<file path="src/rtl/mac_pipe_real_pkg.sv">
// Shared mode encodings and fixed-point helpers for the multi-lane MAC pipeline.
// Pure constants and functions; no latency and no flow control.
package mac_pipe_real_pkg;

  localparam logic MODE_MUL = 1'b0;
  localparam logic MODE_ACC = 1'b1;

  function automatic logic signed [63:0] sat_max(input int width);
    return (64'sd1 <<< (width - 1)) - 64'sd1;
  endfunction

  function automatic logic signed [63:0] sat_min(input int width);
    return -(64'sd1 <<< (width - 1));
  endfunction

  // Positive result means shift left into the output format, negative means shift right.
  function automatic int align_shift(input int a_exp, input int b_exp, input int c_exp);
    return (a_exp + b_exp) - c_exp;
  endfunction

endpackage

</file>
<file path="src/rtl/mac_pipe_real_align_sat.sv">
// One lane: align a full-precision product, optionally add the accumulator, saturate.
// Purely combinational (zero latency); no flow control.
module real_align_sat
  import mac_pipe_real_pkg::*;
#(
  parameter int IN_W  = 32,
  parameter int SHIFT = -4,
  parameter int OUT_W = 24
) (
  input  logic signed [IN_W-1:0]  prod,
  input  logic signed [OUT_W-1:0] acc,
  input  logic                    add_acc,
  output logic signed [OUT_W-1:0] res,
  output logic                    hit
);

  localparam int LSH  = (SHIFT > 0) ? SHIFT : 0;
  localparam int RSH  = (SHIFT < 0) ? -SHIFT : 0;
  localparam int BASE = (IN_W + LSH > OUT_W) ? (IN_W + LSH) : OUT_W;
  // Two guard bits so the aligned value plus accumulator can never wrap.
  localparam int W    = BASE + 2;
  localparam logic signed [W-1:0] HI = W'(sat_max(OUT_W));
  localparam logic signed [W-1:0] LO = W'(sat_min(OUT_W));

  logic signed [W-1:0] prod_x;
  logic signed [W-1:0] aligned;
  logic signed [W-1:0] acc_x;
  logic signed [W-1:0] sum;

  always_comb begin
    prod_x  = W'(prod);
    aligned = (prod_x <<< LSH) >>> RSH;
    acc_x   = add_acc ? W'(acc) : '0;
    sum     = aligned + acc_x;
    hit     = 1'b0;
    res     = sum[OUT_W-1:0];
    if (sum > HI) begin
      hit = 1'b1;
      res = HI[OUT_W-1:0];
    end else if (sum < LO) begin
      hit = 1'b1;
      res = LO[OUT_W-1:0];
    end
  end

endmodule

</file>
<file path="src/rtl/mac_pipe_real.sv">
// N-lane fixed-point multiply / accumulate with sticky per-lane saturation flags.
// Latency PIPE_DEPTH enabled cycles, throughput 1; no backpressure, cke freezes everything.
module mac_pipe_real
  import mac_pipe_real_pkg::*;
#(
  parameter int N_CH       = 4,
  parameter int PIPE_DEPTH = 2,
  parameter int a_width    = 16,
  parameter int a_exponent = -8,
  parameter int b_width    = 16,
  parameter int b_exponent = -8,
  parameter int c_width    = 24,
  parameter int c_exponent = -12
) (
  input  logic                      clk,
  input  logic                      rst,
  input  logic                      cke,
  input  logic                      mode,
  input  logic                      clr,
  input  logic                      in_valid,
  input  logic [N_CH*a_width-1:0]   a,
  input  logic [N_CH*b_width-1:0]   b,
  output logic                      out_valid,
  output logic [N_CH*c_width-1:0]   c,
  output logic [N_CH-1:0]           sat
);

  localparam int P_W   = a_width + b_width;
  localparam int SHIFT = align_shift(a_exponent, b_exponent, c_exponent);

  logic                    tail_vld;
  logic                    tail_clr;
  logic                    tail_mode;
  logic [N_CH*a_width-1:0] tail_a;
  logic [N_CH*b_width-1:0] tail_b;
  logic [N_CH*c_width-1:0] acc;

  // Delay line ahead of the compute stage, so the accumulator sees samples in order, one per cycle.
  if (PIPE_DEPTH > 1) begin : g_dly
    localparam int ND = PIPE_DEPTH - 1;
    logic [ND-1:0]           dly_vld;
    logic [ND-1:0]           dly_clr;
    logic [ND-1:0]           dly_mode;
    logic [N_CH*a_width-1:0] dly_a [ND];
    logic [N_CH*b_width-1:0] dly_b [ND];

    always_ff @(posedge clk) begin
      if (rst) begin
        dly_vld <= '0;
        dly_clr <= '0;
      end else if (cke) begin
        dly_vld[0]  <= in_valid;
        dly_clr[0]  <= clr;
        dly_mode[0] <= mode;
        dly_a[0]    <= a;
        dly_b[0]    <= b;
        for (int i = 1; i < ND; i++) begin
          dly_vld[i]  <= dly_vld[i-1];
          dly_clr[i]  <= dly_clr[i-1];
          dly_mode[i] <= dly_mode[i-1];
          dly_a[i]    <= dly_a[i-1];
          dly_b[i]    <= dly_b[i-1];
        end
      end
    end

    assign tail_vld  = dly_vld[ND-1];
    assign tail_clr  = dly_clr[ND-1];
    assign tail_mode = dly_mode[ND-1];
    assign tail_a    = dly_a[ND-1];
    assign tail_b    = dly_b[ND-1];
  end else begin : g_direct
    assign tail_vld  = in_valid;
    assign tail_clr  = clr;
    assign tail_mode = mode;
    assign tail_a    = a;
    assign tail_b    = b;
  end

  logic signed [c_width-1:0] lane_res [N_CH];
  logic                      lane_hit [N_CH];
  logic                      add_acc;

  assign add_acc = (tail_mode != MODE_MUL) && !tail_clr;

  for (genvar k = 0; k < N_CH; k++) begin : g_lane
    logic signed [a_width-1:0] a_l;
    logic signed [b_width-1:0] b_l;
    logic signed [P_W-1:0]     prod;

    assign a_l  = tail_a[k*a_width +: a_width];
    assign b_l  = tail_b[k*b_width +: b_width];
    assign prod = P_W'(a_l) * P_W'(b_l);

    real_align_sat #(
      .IN_W  (P_W),
      .SHIFT (SHIFT),
      .OUT_W (c_width)
    ) u_align_sat (
      .prod    (prod),
      .acc     (acc[k*c_width +: c_width]),
      .add_acc (add_acc),
      .res     (lane_res[k]),
      .hit     (lane_hit[k])
    );
  end

  always_ff @(posedge clk) begin
    if (rst) begin
      out_valid <= 1'b0;
      c         <= '0;
      acc       <= '0;
      sat       <= '0;
    end else if (cke) begin
      out_valid <= tail_vld;
      for (int k = 0; k < N_CH; k++) begin
        if (tail_vld) begin
          c[k*c_width +: c_width] <= lane_res[k];
          if (tail_mode == MODE_ACC || tail_clr) begin
            acc[k*c_width +: c_width] <= lane_res[k];
          end
          sat[k] <= (sat[k] & ~tail_clr) | lane_hit[k];
        end else if (tail_clr) begin
          acc[k*c_width +: c_width] <= '0;
          sat[k]                    <= 1'b0;
        end
      end
    end
  end

endmodule

</file>
<file path="config.mk">
export PLATFORM = sky130hd
export DESIGN_NAME = mac_pipe_real
export DESIGN_NICKNAME = d
export VERILOG_FILES = /design/src/rtl/mac_pipe_real_pkg.sv /design/src/rtl/mac_pipe_real_align_sat.sv /design/src/rtl/mac_pipe_real.sv
export SDC_FILE = /design/constraint.sdc
export NUM_CORES = 2
export LEC_CHECK = 0
export ABC_AREA = 1
export CAP_MARGIN = 10
export CORE_MARGIN = 4
export CORE_UTILIZATION = 45
export DETAILED_ROUTE_END_ITERATION = 8
export PLACE_DENSITY = 0.65
export SETUP_SLACK_MARGIN = 0.5
export SLEW_MARGIN = 25
export SYNTH_ARGS = -nofsm -noshare
export SYNTH_HDL_FRONTEND = slang
export SYNTH_HIERARCHICAL = 1
export SYNTH_SLANG_ARGS = --single-unit
</file>
<file path="constraint.sdc">
create_clock -name clk -period 15.42 [get_ports clk]
set_input_delay 3.084 -clock clk [delete_from_list [all_inputs] [get_ports clk]]
set_output_delay 3.084 -clock clk [all_outputs]
set_load 0.02 [all_outputs]
</file>
==> summary.txt <==
Clock tree
  – Worst-path clk slew: 60 ps
  – Longest Clk Path Bufs: 3
  – CTS tree: done
  – Post-CTS sizing: 0
  – Total CTS buffers: 46
  – CTS Root Cell: clkbuf_16
  – # hold bufs at CTS: 0
  – Post-CTS setup buffers: 0
  – H-tree depth: 2
  – Worst skew pair latency: 660 ps
  – Clock Sinks: 328

Worst hold path
  – Cell depth of the worst min-delay path: 2
  – Hold crit path type: flop to flop

Worst setup path
  – Nature of the critical path endpoint: flop
  – Critical Path Stages: 33
  – Crit-path most repeated cell: nand2_1
  – Path depth of the worst reg2reg path: 33
  – CP Class: flop to flop
  – Worst EP arrival: 9010 ps
  – Crit Path Max Fanout: 24
  – CP delay by family, top: adder cells
  – WP buf/inv: 4
  – Slowest CP cell: fa_1
  – CP Launch Type: flop
  – WP data required: 15910 ps
  – CP max stage delay: 900 ps

Floorplanning
  – Core Box Area: 140000 um^2
  – Cell row count: 137
  – Die Footprint: 148000 um^2
  – Die width: 384 um
  – Initial core utilization: 45.5%
  – I/O Pins: 235
  – Die Ht: 384 um

Timing
  – Setup TNS after final layout: 0 ps
  – Fraction of the cycle the final worst path needs: 55.2%
  – Hold slack: 463 ps
  – Final hold violations: 0
  – Max frequency: 0.117 GHz
  – Smallest setup slack after layout: 6910 ps
  – Worst relative slew slack: 38.4%
  – RSZ-0062 raised after global routing: no
  – Clk_skew: 47.5 ps
  – Final setup fails: 0
  – Worst Tran Pin Value: 922 ps
  – Max-slew violation count: 0
  – Min cycle time layout: 8510 ps

Place
  – Placed inst area: 67100 um^2
  – Place WS: 6970 ps
  – Port bufs: 234
  – HPWL Detailed: 142000 um
  – Routability Congestion: 0.944

Synth
  – Avg Cell Area, Syn: 7.19 um^2
  – Syn Inst Count: 8870
  – Post-synth design cell area: 63700 um^2
  – Post-Syn Nets: 10500
  – Syn. warnings: 6

Outcome
  – Status: completed

GRT
  – GRT overflow: 0
  – Global-route wire length before repair: 287000 um
  – Initial antenna violation count: 1
  – Number of global-route vias before repair: 54700
  – Largest net degree at the start of global routing: 162
  – GRT Total Usage: 24.0%

Route
  – Routed wire length: 173000 um
  – Routed vias: 52600
  – # DRC: 0
  – Vias/cell: 4.89
  – Routed WL per cell: 16.1 um
  – First DRT Iteration DRCs: 3769
  – Top Layer Used: met5
  – Routed met1 length: 76700 um
  – Final antenna-violating net count: 0
  – Met2 wire length: 79700 um
  – Metal3 WL: 11900 um
  – Drt first pass iters: 6

Finish
  – Share of cells above drive strength 1: 2.36%
  – Design area: 68700 um^2
  – Number of fill cells in the layout: 14000
  – P&R area growth vs syn: 7.81%
  – Nets: 10500
  – Diode count: 0

Run
  – Max_cap viols: 0
[area by class of cell]
| cell class | count | area (um^2) | share of cell area (%) |
|---|---|---|---|
| multi-input combinational | 5854 | 45600 | 66.4 |
| sequential | 328 | 7860 | 11.4 |
| clock inverter | 27 | 288 | 0.419 |
| timing repair buffer | 247 | 2460 | 3.58 |
| inverter | 2358 | 8850 | 12.9 |
| clock buffer | 57 | 1300 | 1.89 |
| tap | 1876 | 2350 | 3.42 |
[tightest hold or removal path: cells and delay by family (launching register included)]
kind,cells,cell delay (ps)
AO/OA/AOI/OAI,1,50
AND/OR/NAND/NOR,1,60
flip-flops,1,300
[through the flow]
step	instances	utilization [%]
3_5_place_dp	10700	47.9
4_1_cts	10700	49.1
5_1_grt	10700	49.1
2_1_floorplan	8870	-
3_3_place_gp	10700	47.9
6_report	10700	49.1
[sequential cells by signal, summed over array words and instances (netlist names)]
signal and flops:
acc 96, out_valid 1, g_dly.dly_clr 1, g_dly.dly_a 64
g_dly.dly_mode 1, g_dly.dly_b 64, sat 4, c 96
g_dly.dly_vld 1
[per-layer routing]
layer  track usage [%]  up-vias
met2              39.8     1424
li1                  -    25600
met4              5.93        2
met1              32.8    25400
met3              4.01      209
met5              1.06        -
[cell usage in the layout, fill, tap and decap left out, drive strengths merged]
cell type / count
nand2: 2876
inv: 2366
fa: 1052
ha: 440
a21oi: 391
nor2: 364
nand3: 310
clkdlybuf4s50: 233
dfxtp: 199
edfxtp: 129
xor2: 116
o21ai: 62
clkbuf: 57
nand4: 54
xnor2: 52
nor3: 38
o21bai: 24
a31oi: 20
or2: 17
buf: 14
clkinv: 14
a21o: 11
and2: 8
nand3b: 6
bufinv: 4
nor3b: 4
a21boi: 3
o211ai: 3
o21a: 1
and3: 1
nor4: 1
clkinvlp: 1
[path summary, 6_finish.rpt]
check | start | to | slack, ps
min reg2reg | acc[4]$_SDFFE_PP0P_ | acc[4]$_SDFFE_PP0P_ | 460
min | acc[4]$_SDFFE_PP0P_ | acc[4]$_SDFFE_PP0P_ | 460
max reg2reg | g_dly.dly_b[0][17]$_DFFE_PP_ | c[35]$_SDFFE_PP0P_ | 6910
max | g_dly.dly_b[0][17]$_DFFE_PP_ | c[35]$_SDFFE_PP0P_ | 6910
Power is not shown: default switching activity piles up to over one toggle a cycle in this logic, so the estimate is an artifact.
